`config.mk`:
```
export PLATFORM = sky130hd
export DESIGN_NAME = multiply_sequencer
export DESIGN_NICKNAME = d
export VERILOG_FILES = /design/src/rtl/mult_seq_pkg.sv /design/src/rtl/full_adder_32.sv /design/src/rtl/multiply_sequencer.sv
export SDC_FILE = /design/constraint.sdc
export NUM_CORES = 1
export LEC_CHECK = 0
export CAP_MARGIN = 25
export CORE_MARGIN = 2
export CORE_UTILIZATION = 25
export DETAILED_ROUTE_END_ITERATION = 10
export PLACE_DENSITY = 0.41
export REMOVE_ABC_BUFFERS = 1
export SYNTH_ARGS = -nofsm -noshare
export SYNTH_HDL_FRONTEND = slang
export SYNTH_SLANG_ARGS = --single-unit
export TNS_END_PERCENT = 1
```
`constraint.sdc`:
```
create_clock -name clock -period 34.9 [get_ports clock]
set_input_delay 8.725 -clock clock [delete_from_list [all_inputs] [get_ports clock]]
set_output_delay 8.725 -clock clock [all_outputs]
set_load 0.1 [all_outputs]
```
`src/rtl/mult_seq_pkg.sv`:
```
// Shared types and constants for the shift-add multiply sequencer.
// The adder lane count and the iteration count are both tied to the operand width.
package mult_seq_pkg;

   localparam int DATA_W          = 32;
   localparam int MULT_ITERATIONS = 32;
   localparam int CNT_W           = 6;

   typedef enum logic [1:0] {
      IDLE = 2'd0,
      RUN  = 2'd1,
      DONE = 2'd2
   } state_t;

endpackage

```
`src/rtl/full_adder_32.sv`:
```
// 32-bit ripple-carry adder built from one full-adder cell per bit lane.
// There is no carry-out: sums wrap modulo 2^32.
module full_adder_bit (
   input  logic a,
   input  logic b,
   input  logic cin,
   output logic sum,
   output logic cout
);
   assign sum  = a ^ b ^ cin;
   assign cout = (a & b) | (cin & (a ^ b));
endmodule

module full_adder_32
   import mult_seq_pkg::*;
(
   input  logic [DATA_W-1:0] a,
   input  logic [DATA_W-1:0] b,
   output logic [DATA_W-1:0] sum
);
   logic [DATA_W-1:0] carry;

   assign carry[0] = 1'b0;

   for (genvar i = 0; i < DATA_W-1; i++) begin : g_lane
      full_adder_bit u_fa (
         .a    (a[i]),
         .b    (b[i]),
         .cin  (carry[i]),
         .sum  (sum[i]),
         .cout (carry[i+1])
      );
   end

   // Top lane drops its carry, which gives the modulo-2^32 wrap.
   assign sum[DATA_W-1] = a[DATA_W-1] ^ b[DATA_W-1] ^ carry[DATA_W-1];
endmodule

```
`src/rtl/multiply_sequencer.sv`:
```
// Sequential unsigned 32x32 multiplier (low 32 product bits), one shift-add per RUN cycle.
// Always runs 32 iterations, then holds a one-cycle DONE before returning to IDLE.
module multiply_sequencer
   import mult_seq_pkg::*;
(
   input  logic              clock,
   input  logic              reset,
   input  logic              start,
   input  logic [DATA_W-1:0] multiplicand,
   input  logic [DATA_W-1:0] multiplier,
   output logic              busy,
   output logic              done,
   output logic [DATA_W-1:0] product
);

   state_t            state, state_n;
   logic [DATA_W-1:0] mcand, mq, acc;
   logic [DATA_W-1:0] add_sum, acc_next;
   logic [CNT_W-1:0]  count;
   logic              load, step, last;

   assign last = (count == CNT_W'(MULT_ITERATIONS-1));

   full_adder_32 u_add (
      .a   (acc),
      .b   (mcand),
      .sum (add_sum)
   );

   // Only accumulate the shifted multiplicand when the current multiplier bit is set.
   assign acc_next = mq[0] ? add_sum : acc;

   always_ff @(posedge clock or posedge reset) begin
      if (reset) state <= IDLE;
      else       state <= state_n;
   end

   always_comb begin
      state_n = IDLE;
      load    = 1'b0;
      step    = 1'b0;
      busy    = 1'b0;
      done    = 1'b0;
      case (state)
         IDLE: begin
            load    = start;
            state_n = start ? RUN : IDLE;
         end
         RUN: begin
            busy    = 1'b1;
            step    = 1'b1;
            state_n = last ? DONE : RUN;
         end
         DONE: begin
            busy    = 1'b1;
            done    = 1'b1;
            state_n = IDLE;
         end
         default: state_n = IDLE;
      endcase
   end

   always_ff @(posedge clock or posedge reset) begin
      if (reset) begin
         mcand   <= '0;
         mq      <= '0;
         acc     <= '0;
         count   <= '0;
         product <= '0;
      end else if (load) begin
         mcand <= multiplicand;
         mq    <= multiplier;
         acc   <= '0;
         count <= '0;
      end else if (step) begin
         acc   <= acc_next;
         mcand <= {mcand[DATA_W-2:0], 1'b0};
         mq    <= {1'b0, mq[DATA_W-1:1]};
         count <= count + CNT_W'(1);
         // Product is published only on the final iteration, never mid-run.
         if (last) product <= acc_next;
      end
   end

endmodule
```
# Word-level counts from Yosys, hierarchy flattened
# Index checks and enable logic that the tools add are counted.
# Widths: inputs -> output; s select.
dict set report word_totals {
  input_bits 67
  n_memories 0
  output_inout_bits 34
  mem_bits_ro 0
  ramBits 0
  latchBits 0
  register_bits 136
  wordCells 185
}
dict set report classes {
  eq_ne 3
  addsub 1
  n_mul 0
  n_reduce_logical 4
  div_mod_pow 0
  n_mux 16
  n_shift 0
  n_lt_le_gt_ge 0
  bitwise 155
}
# operator count
set op_table {}
lappend op_table {{$mux 32} 7}
lappend op_table {{$xor 1x1->1} 63}
lappend op_table {{$and 1x1->1} 61}
lappend op_table {{$or 1x1->1} 30}
lappend op_table {{$mux 6} 2}
lappend op_table {{$add 6x1->6 const B} 1}
lappend op_table {{$eq 6x5->1 const B} 1}
lappend op_table {{$mux 1} 5}
lappend op_table {{$pmux 2 s2} 1}
lappend op_table {{$reduce_and 3->1} 1}
lappend op_table {{$eq 2x1->1 const B} 1}
lappend op_table {{$eq 2x2->1 const B} 1}
lappend op_table {{$logic_not 2->1} 1}
lappend op_table {{$mux 2} 1}
lappend op_table {{$reduce_bool 2->1} 1}
lappend op_table {{$reduce_or 2->1} 1}
lappend op_table {{$not 1->1} 1}

# Longest topological paths before layout
# Gate-level depths: netlist of run 1.
dict set report logic_depth {
  word_depth 65
  depth_mapped 36
  depth_no_buf 36
}

# Hierarchy
# A second synthesis of run 1 with hierarchy kept.
dict set report unflattened {
  hier_cells 593
  area_unflattened_um2 6988.0
}
# module seq_area_each_um2 area_per_inst_um2 cells_per_inst instances
set modules_own_cells {}
lappend modules_own_cells {multiply_sequencer 3403.3 6339.8 560 1}
lappend modules_own_cells {full_adder_bit 0.0 20.0 1 31}
lappend modules_own_cells {full_adder_32 0.0 27.5 2 1}

# Worst setup path before layout of run 1
# No wires, ideal clock.
dict set report synth_timing {
  kind {register to register}
  startpoint {register acc[0]}
  endpoint {register product[30]}
  setup_ns 0.126
  path_slack_ns 20.430
  required_time_ns 34.774
  arrival_time_ns 14.345
  n_path_buf 0
  period_less_slack_ns 14.470
  path_stages_with_launch 36
  path_cell_list {dfrtp_1 -> ha_1 -> inv_1 -> fa_1 -> fa_1 -> fa_1 -> fa_1 -> fa_1 -> fa_1 -> fa_1 -> fa_1 -> fa_1 -> fa_1 -> fa_1 -> fa_1 -> fa_1 -> fa_1 -> fa_1 -> fa_1 -> fa_1 -> fa_1 -> fa_1 -> fa_1 -> fa_1 -> fa_1 -> fa_1 -> fa_1 -> fa_1 -> fa_1 -> fa_1 -> fa_1 -> inv_1 -> fa_1 -> fa_1 -> mux2_2 -> mux2_2}
}
dict set report synth_via {
  elab_chain_len 61
}
# item line_no
set synth_lines {}
lappend synth_lines {{start: declaration} multiply_sequencer.sv:17} ;# logic [DATA_W-1:0] mcand, mq, acc;
lappend synth_lines {{start signal: assignment} multiply_sequencer.sv:76} ;# acc <= acc_next;
lappend synth_lines {{$and 1x1->1 (2 in a row)} full_adder_32.sv:11} ;# assign cout = (a & b) | (cin & (a ^ b));
lappend synth_lines {{$or 1x1->1} full_adder_32.sv:11}
lappend synth_lines {{$and 1x1->1} full_adder_32.sv:11}
lappend synth_lines {{$or 1x1->1} full_adder_32.sv:11}
lappend synth_lines {{$and 1x1->1} full_adder_32.sv:11}
lappend synth_lines {{$or 1x1->1} full_adder_32.sv:11}
lappend synth_lines {{$and 1x1->1} full_adder_32.sv:11}
lappend synth_lines {{$or 1x1->1} full_adder_32.sv:11}
lappend synth_lines {{(+44 left out)} --}
lappend synth_lines {{$and 1x1->1} full_adder_32.sv:11}
lappend synth_lines {{$or 1x1->1} full_adder_32.sv:11}
lappend synth_lines {{$and 1x1->1} full_adder_32.sv:11}
lappend synth_lines {{$or 1x1->1} full_adder_32.sv:11}
lappend synth_lines {{$and 1x1->1} full_adder_32.sv:11}
lappend synth_lines {{$or 1x1->1} full_adder_32.sv:11}
lappend synth_lines {{$xor 1x1->1} full_adder_32.sv:10} ;# assign sum = a ^ b ^ cin;
lappend synth_lines {{$mux 32} multiply_sequencer.sv:31} ;# assign acc_next = mq[0] ? add_sum : acc;
lappend synth_lines {{end signal: assignment} multiply_sequencer.sv:81} ;# if (last) product <= acc_next;
lappend synth_lines {{end: declaration} multiply_sequencer.sv:13} ;# output logic [DATA_W-1:0] product
# No other way between the ends.
# A chain may end at the register's enable or synchronous reset.

# Worst setup path in the final report of run 1
dict set report layout_timing {
  startpoint {register mcand[0]}
  endpoint {register product[30]}
}
dict set report layout_via {
  elab_chain_len 61
}
# item line_no
set layout_lines {}
lappend layout_lines {{start: declaration} multiply_sequencer.sv:17}
lappend layout_lines {{start signal: assignment} multiply_sequencer.sv:71} ;# mcand <= multiplicand;
lappend layout_lines {{start signal: assignment} multiply_sequencer.sv:77} ;# mcand <= {mcand[DATA_W-2:0], 1'b0};
lappend layout_lines {{$and 1x1->1 (2 in a row)} full_adder_32.sv:11}
lappend layout_lines {{$or 1x1->1} full_adder_32.sv:11}
lappend layout_lines {{$and 1x1->1} full_adder_32.sv:11}
lappend layout_lines {{$or 1x1->1} full_adder_32.sv:11}
lappend layout_lines {{$and 1x1->1} full_adder_32.sv:11}
lappend layout_lines {{$or 1x1->1} full_adder_32.sv:11}
lappend layout_lines {{$and 1x1->1} full_adder_32.sv:11}
lappend layout_lines {{$or 1x1->1} full_adder_32.sv:11}
lappend layout_lines {{(+44 left out)} --}
lappend layout_lines {{$and 1x1->1} full_adder_32.sv:11}
lappend layout_lines {{$or 1x1->1} full_adder_32.sv:11}
lappend layout_lines {{$and 1x1->1} full_adder_32.sv:11}
lappend layout_lines {{$or 1x1->1} full_adder_32.sv:11}
lappend layout_lines {{$and 1x1->1} full_adder_32.sv:11}
lappend layout_lines {{$or 1x1->1} full_adder_32.sv:11}
lappend layout_lines {{$xor 1x1->1} full_adder_32.sv:10}
lappend layout_lines {{$mux 32} multiply_sequencer.sv:31}
# No other way between the ends.

==> flow_summary.ini, run 1 <==
[outcome]
status = complete, no violations

[hold_path]
holdCritPathClass = register to register
hold-path-cell-count = 1
hold_path.startpoint = product[20]
holdPathEnd = product[20]

[routing]
wire_per_inst_um = 13.5
firstDrtPassIters = 4
drt_first_iter_violations = 178
drc = 0
routed_wirelength_um = 15200
route.detailed.vias_per_inst = 4.17
antenna_violating_nets_post_route = 0
vias = 4718

[final_layout]
layout.nets = 845
commonest_cells_after_routing_fill_and_taps_aside = 135 x sky130_fd_sc_hd__dfrtp_1, 100 x sky130_fd_sc_hd__clkdlybuf4s50_1, 76 x sky130_fd_sc_hd__nand2_1
drive_gt1_frac = 0.0996
syn2layout_area_growth_pct = 27.8
final_common_cell = sky130_fd_sc_hd__dfrtp_1
final.fill_count = 2867
final_core_util = 0.325
layout.area.seq_sq_mm = 0.00340
n_antenna_cell = 0
multiInputGateArea_sq_mm = 0.00323

[clocking]
clk-insertion-delay-late_ns = 0.41
cts.sink_count = 136
cts_buffer_depth = 2
cts-htree-levels = 4
clock_tree_from_tritoncts = done
cts_repair_resize_count = 0
cts_hold_buf = 0
cts.clk_slew.worst_paths_ns = 0.06
cts_root_buf = sky130_fd_sc_hd__clkbuf_16
postCtsSetupBuffers = 0
cts_made_buffers = 17

[grt]
grt_start_max_net_pins = 106
number_of_global_route_vias_before_repair = 5149
grt.overflow.total = 0
antenna_found_initial = 0
grtUsageTotal = 0.111
grt_pass1_wl_um = 25700

[setup_path]
beginning_of_the_worst_register_to_register_path = mcand[0]
reg_to_reg_end = product[30]
critical_path.most_common_cell = sky130_fd_sc_hd__fa_1
rrSetupSlack_ns = 20.05
timing.critical_path.arrival_ns = 15.14
cp_data_required_time_ns = 35.19
critical_path_class = register to register
slowest_delay_ns = 0.48
cp_launch_type = register
worstPathBufferInverterCount = 2
worstSetupEndpointType = register
crit_path_top_delay_cell = sky130_fd_sc_hd__fa_1
worst-r2r-cell-count = 35
crit_family = adder cells
critical_path.max_fanout = 3

[timing]
fin_tns_setup_ns = 0
highest_achievable_clock_rate_ghz = 0.0673
timing_hold_violations_final = 0
timing_worst_slew_pin_value_ns = 1.02
slew-limit-headroom = 0.318
maxSlewViolCount = 0
setup_repair_after_global_routing_missed_its_margin = false
finalSetupViolCount = 0
layout_worst_path_cycle_share = 0.426
finalCriticalPeriod_ns = 14.85
skew_ns = 0.0109

[floorplanning]
core-area_sq_mm = 0.0278
top_level_ports = 101
die-height_um = 172
floorplan.die.width_um = 172
initial_core_util = 0.254
floorplan.die_area_sq_mm = 0.0296
placement_rows = 61

[placement]
portBuffers = 100
hpwlAfterDp_um = 9850
place.gp.congestion = 0.688

[power]
combPwrFrac = 0.470
netSwitchingFraction = 0.408
part_of_the_total_power_dissipated_in_sequential_elements = 0.313
internal-power_mw = 0.501
power-per-cell-area_mw_per_mm2 = 94.0
power_frac_clock = 0.217
p_leak_nw = 4.22
vdd_ir_drop_max_v = 0.0000309
switching_power_mw = 0.346

[synth]
postSynthCellCount = 658
yosys.area.top_type = sky130_fd_sc_hd__dfrtp_1
yosys-top-cells-area = sky130_fd_sc_hd__dfrtp_1 48%, sky130_fd_sc_hd__mux2i_1 9.4%, sky130_fd_sc_hd__fa_1 8.5%
synth_cell_type_count = 31
yosys_warnings = 0
avgSynthCellArea_sq_um = 10.7
synth.top_cell.area_share = 0.482
syn-cell-area_sq_mm = 0.00705
proportion_of_synthesized_chip_area_in_sequential_cells = 0.482
ys_ff_latch = 136

[job]
max_cap_viol_count = 0
[metrics by stage]
stage / total power, mW / hold slack (ns) / std cells / setup slack, ns / instance area (sq um)
floorplan: 0.575 / 0.501 / 617 / 20.43 / 6850
global placement: 0.662 / 0.501 / 1099 / 19.96 / 8380
finish: 0.848 / 0.507 / 1131 / 20.05 / 9020
global route: 0.925 / 0.534 / 1131 / 19.42 / 9020
detailed placement: 0.671 / 0.501 / 1099 / 19.89 / 8380
CTS: 0.862 / 0.514 / 1129 / 19.85 / 8970
[area by class of cell]
cell class | instances | share of cell area
multi-input combinational | 419 | 0.358
clock buffer | 22 | 0.0526
inverter | 62 | 0.0264
timing repair buffer | 106 | 0.120
sequential | 136 | 0.377
clock inverter | 8 | 0.0135
tap | 378 | 0.0524
[cells in the mapped netlist (all sizes together)]
library cell  count
a211oi           25
a21o              1
a21oi            34
a31oi             1
and2              2
and2b             1
and3              2
buf              27
clkbuf           14
dfrtp           136
fa               30
ha                6
inv              62
mux2             34
mux2i            66
nand2            76
nand2b            6
nand3             3
nand4             2
nor2             55
o2111a            1
o21ai            67
or3               2
xnor2             2
xor2              3
[sequential cells by signal, indices dropped and copies added (netlist names)]
signal and count:
acc 32, mcand 32, mq 32, product 32
count 6, state 2
[how the worst max path moves through the flow]
stage	depth (start not counted)	end	startpoint	slack (ns)
global placement	35	product[30]	mcand[0]	19.96
finish	35	product[30]	mcand[0]	20.05
CTS	35	product[30]	mcand[0]	19.85
global route	35	product[30]	acc[0]	19.42
detailed placement	35	product[30]	mcand[0]	19.89
floorplan	35	product[30]	acc[0]	20.43
[power by group through the flow]
stage / clock network (mW) / logic, mW / registers, mW
after floorplan: 0 / 0.250 / 0.325
after global placement: 0 / 0.394 / 0.268
after detailed placement: 0 / 0.402 / 0.269
after CTS: 0.190 / 0.405 / 0.266
after global routing: 0.197 / 0.452 / 0.275
final: 0.184 / 0.398 / 0.265
[logic make-up (layout without fill, tap and decap cells)]
group | count (synthesis) | count (layout) | synth area share
mux | 100 | 100 | 0.164
xor+xnor | 5 | 5 | 0.00621
buf+inv | 103 | 198 | 0.0621
compound gates | 129 | 129 | 0.102
flops | 136 | 136 | 0.482
fa+ha+maj | 36 | 36 | 0.0958
simple gates | 149 | 149 | 0.0878
[routing by layer]
| metal | share of wire | wire length (um) | global-route usage |
|---|---|---|---|
| met1 | 0.47 | 7120 | 0.140 |
| met2 | 0.47 | 7190 | 0.180 |
| met3 | 0.041 | 632 | 0.0314 |
| met4 | 0.019 | 293 | 0.0420 |
| met5 | 0 | 0 | 0 |
Power figures use the tool's default switching activity.
==> run 2, diff against run 1 <==
Clock period 34.9 ns to 15.1 ns, I/O delays scaled along.
==> flow_summary.ini, run 2 (same netlist as run 1, synthesis figures left out) <==
[setup_path]
worstSetupEndpointType = register
crit_family = adder cells
slowest_delay_ns = 0.48
cp_data_required_time_ns = 15.39
critical_path.max_fanout = 3
timing.critical_path.arrival_ns = 14.77
critical_path.most_common_cell = sky130_fd_sc_hd__fa_1
worstPathBufferInverterCount = 2
crit_path_top_delay_cell = sky130_fd_sc_hd__fa_1
cp_launch_type = register
critical_path_class = register to register

[timing]
skew_ns = 0.0110
highest_achievable_clock_rate_ghz = 0.0691
layout_worst_path_cycle_share = 0.959
setup_repair_after_global_routing_missed_its_margin = false
finalHoldWorstSlack_ns = 0.516
finalSetupViolCount = 0
timing_hold_violations_final = 0
slew-limit-headroom = 0.326
maxSlewViolCount = 0
fin_tns_setup_ns = 0
finalCriticalPeriod_ns = 14.48
timing_worst_slew_pin_value_ns = 1.01

[routing]
route.detailed.vias_per_inst = 4.13
routed_wirelength_um = 15300
wire_per_inst_um = 13.5
firstDrtPassIters = 6
drt_first_iter_violations = 269
antenna_violating_nets_post_route = 0
drc = 0
vias = 4677

[clocking]
clk-insertion-delay-late_ns = 0.41
cts_made_buffers = 17
cts_repair_resize_count = 0
postCtsSetupBuffers = 0
cts.clk_slew.worst_paths_ns = 0.06
cts_buffer_depth = 2
cts_hold_buf = 0
cts.sink_count = 136
cts_root_buf = sky130_fd_sc_hd__clkbuf_16
cts-htree-levels = 4
clock_tree_from_tritoncts = done

[floorplanning]
top_level_ports = 101
core-area_sq_mm = 0.0278
initial_core_util = 0.254
floorplan.die.width_um = 172
floorplan.die_area_sq_mm = 0.0296
placement_rows = 61
die-height_um = 172

[final_layout]
post_route_non_filler_standard_cell_count = 1132
n_antenna_cell = 0
final_core_util = 0.326
drive_gt1_frac = 0.111
postLayoutCellArea_sq_mm = 0.00904
syn2layout_area_growth_pct = 28.2
layout.nets = 845
final_common_cell = sky130_fd_sc_hd__dfrtp_1
commonest_cells_after_routing_fill_and_taps_aside = 135 x sky130_fd_sc_hd__dfrtp_1, 100 x sky130_fd_sc_hd__clkdlybuf4s50_1, 76 x sky130_fd_sc_hd__nand2_1

[grt]
grt_util_met2 = 0.173
grtUsageMet3 = 0.0261
grt_pass1_wl_um = 25200
grt.overflow.total = 0
grtUsageTotal = 0.109
globalRouteMet1Util = 0.145
number_of_global_route_vias_before_repair = 4986
grt_start_max_net_pins = 106
grt_busiest_layer = met2
antenna_found_initial = 0

[power]
power-per-cell-area_mw_per_mm2 = 218
vdd_ir_drop_max_v = 0.0000697
p_leak_nw = 4.21

[placement]
dp_cells = 1099
hpwlAfterDp_um = 9780
dpl_cell_area_sq_mm = 0.00838
place.gp.congestion = 0.689
portBuffers = 100

[outcome]
status = complete, no violations

[job]
max_cap_viol_count = 0

[hold_path]
holdCritPathClass = register to register
run 2: cell types whose count changed in the layout (fill, tap and decap cells not counted), sizes merged:
cell / delta
clkinvlp: +1
inv: +2
clkbuf: -2
run 2: final timing paths:
kind                        startpoint           to  slack (ns)  cells past startpoint
max                             acc[0]  product[30]        0.62                     35
min                        product[15]  product[15]        0.52                      1
max reg2reg                     acc[0]  product[30]        0.62                     35
min reg2reg                product[15]  product[15]        0.52                      1
max in group asynchronous        reset  product[22]       10.20                      4
min in group asynchronous        reset        mq[8]        3.80                      2
run 2: cell type report:
class | count | area [sq um]
flip-flops and latches | 136 | 3400
inverters | 62 | 238
clock buffers | 20 | 457
well taps | 378 | 473
multi-input cells | 419 | 3250
fillers | 2866 | 18700
clock inverters | 11 | 146
repair buffers | 106 | 1080
run 2: where the power goes:
group | total, mW | internal (mW) | switching, mW
Sequential | 0.612 | 0.513 | 0.0996
Clock | 0.429 | 0.268 | 0.161
Combinational | 0.930 | 0.382 | 0.549
run 2: stage by stage:
stage	total power, mW	setup WS [ns]
after global placement	1.53	0.159
after CTS	1.99	0.0582
final	1.97	0.620
after global routing	2.14	0.0559
after floorplan	1.33	0.629
after detailed placement	1.55	0.107
run 2: routing by layer:
metal,wire (um),up-vias
met1,7360,2234
met2,7260,79
met3,554,8
li1,-,2356
met4,162,0
met5,0,-
==> run 3, diff against run 2 <==
Settings changed: CTS_CLUSTER_DIAMETER set to 120.
==> results of run 3 <==
Final layout, timing and power as in run 2 (identical DEF).
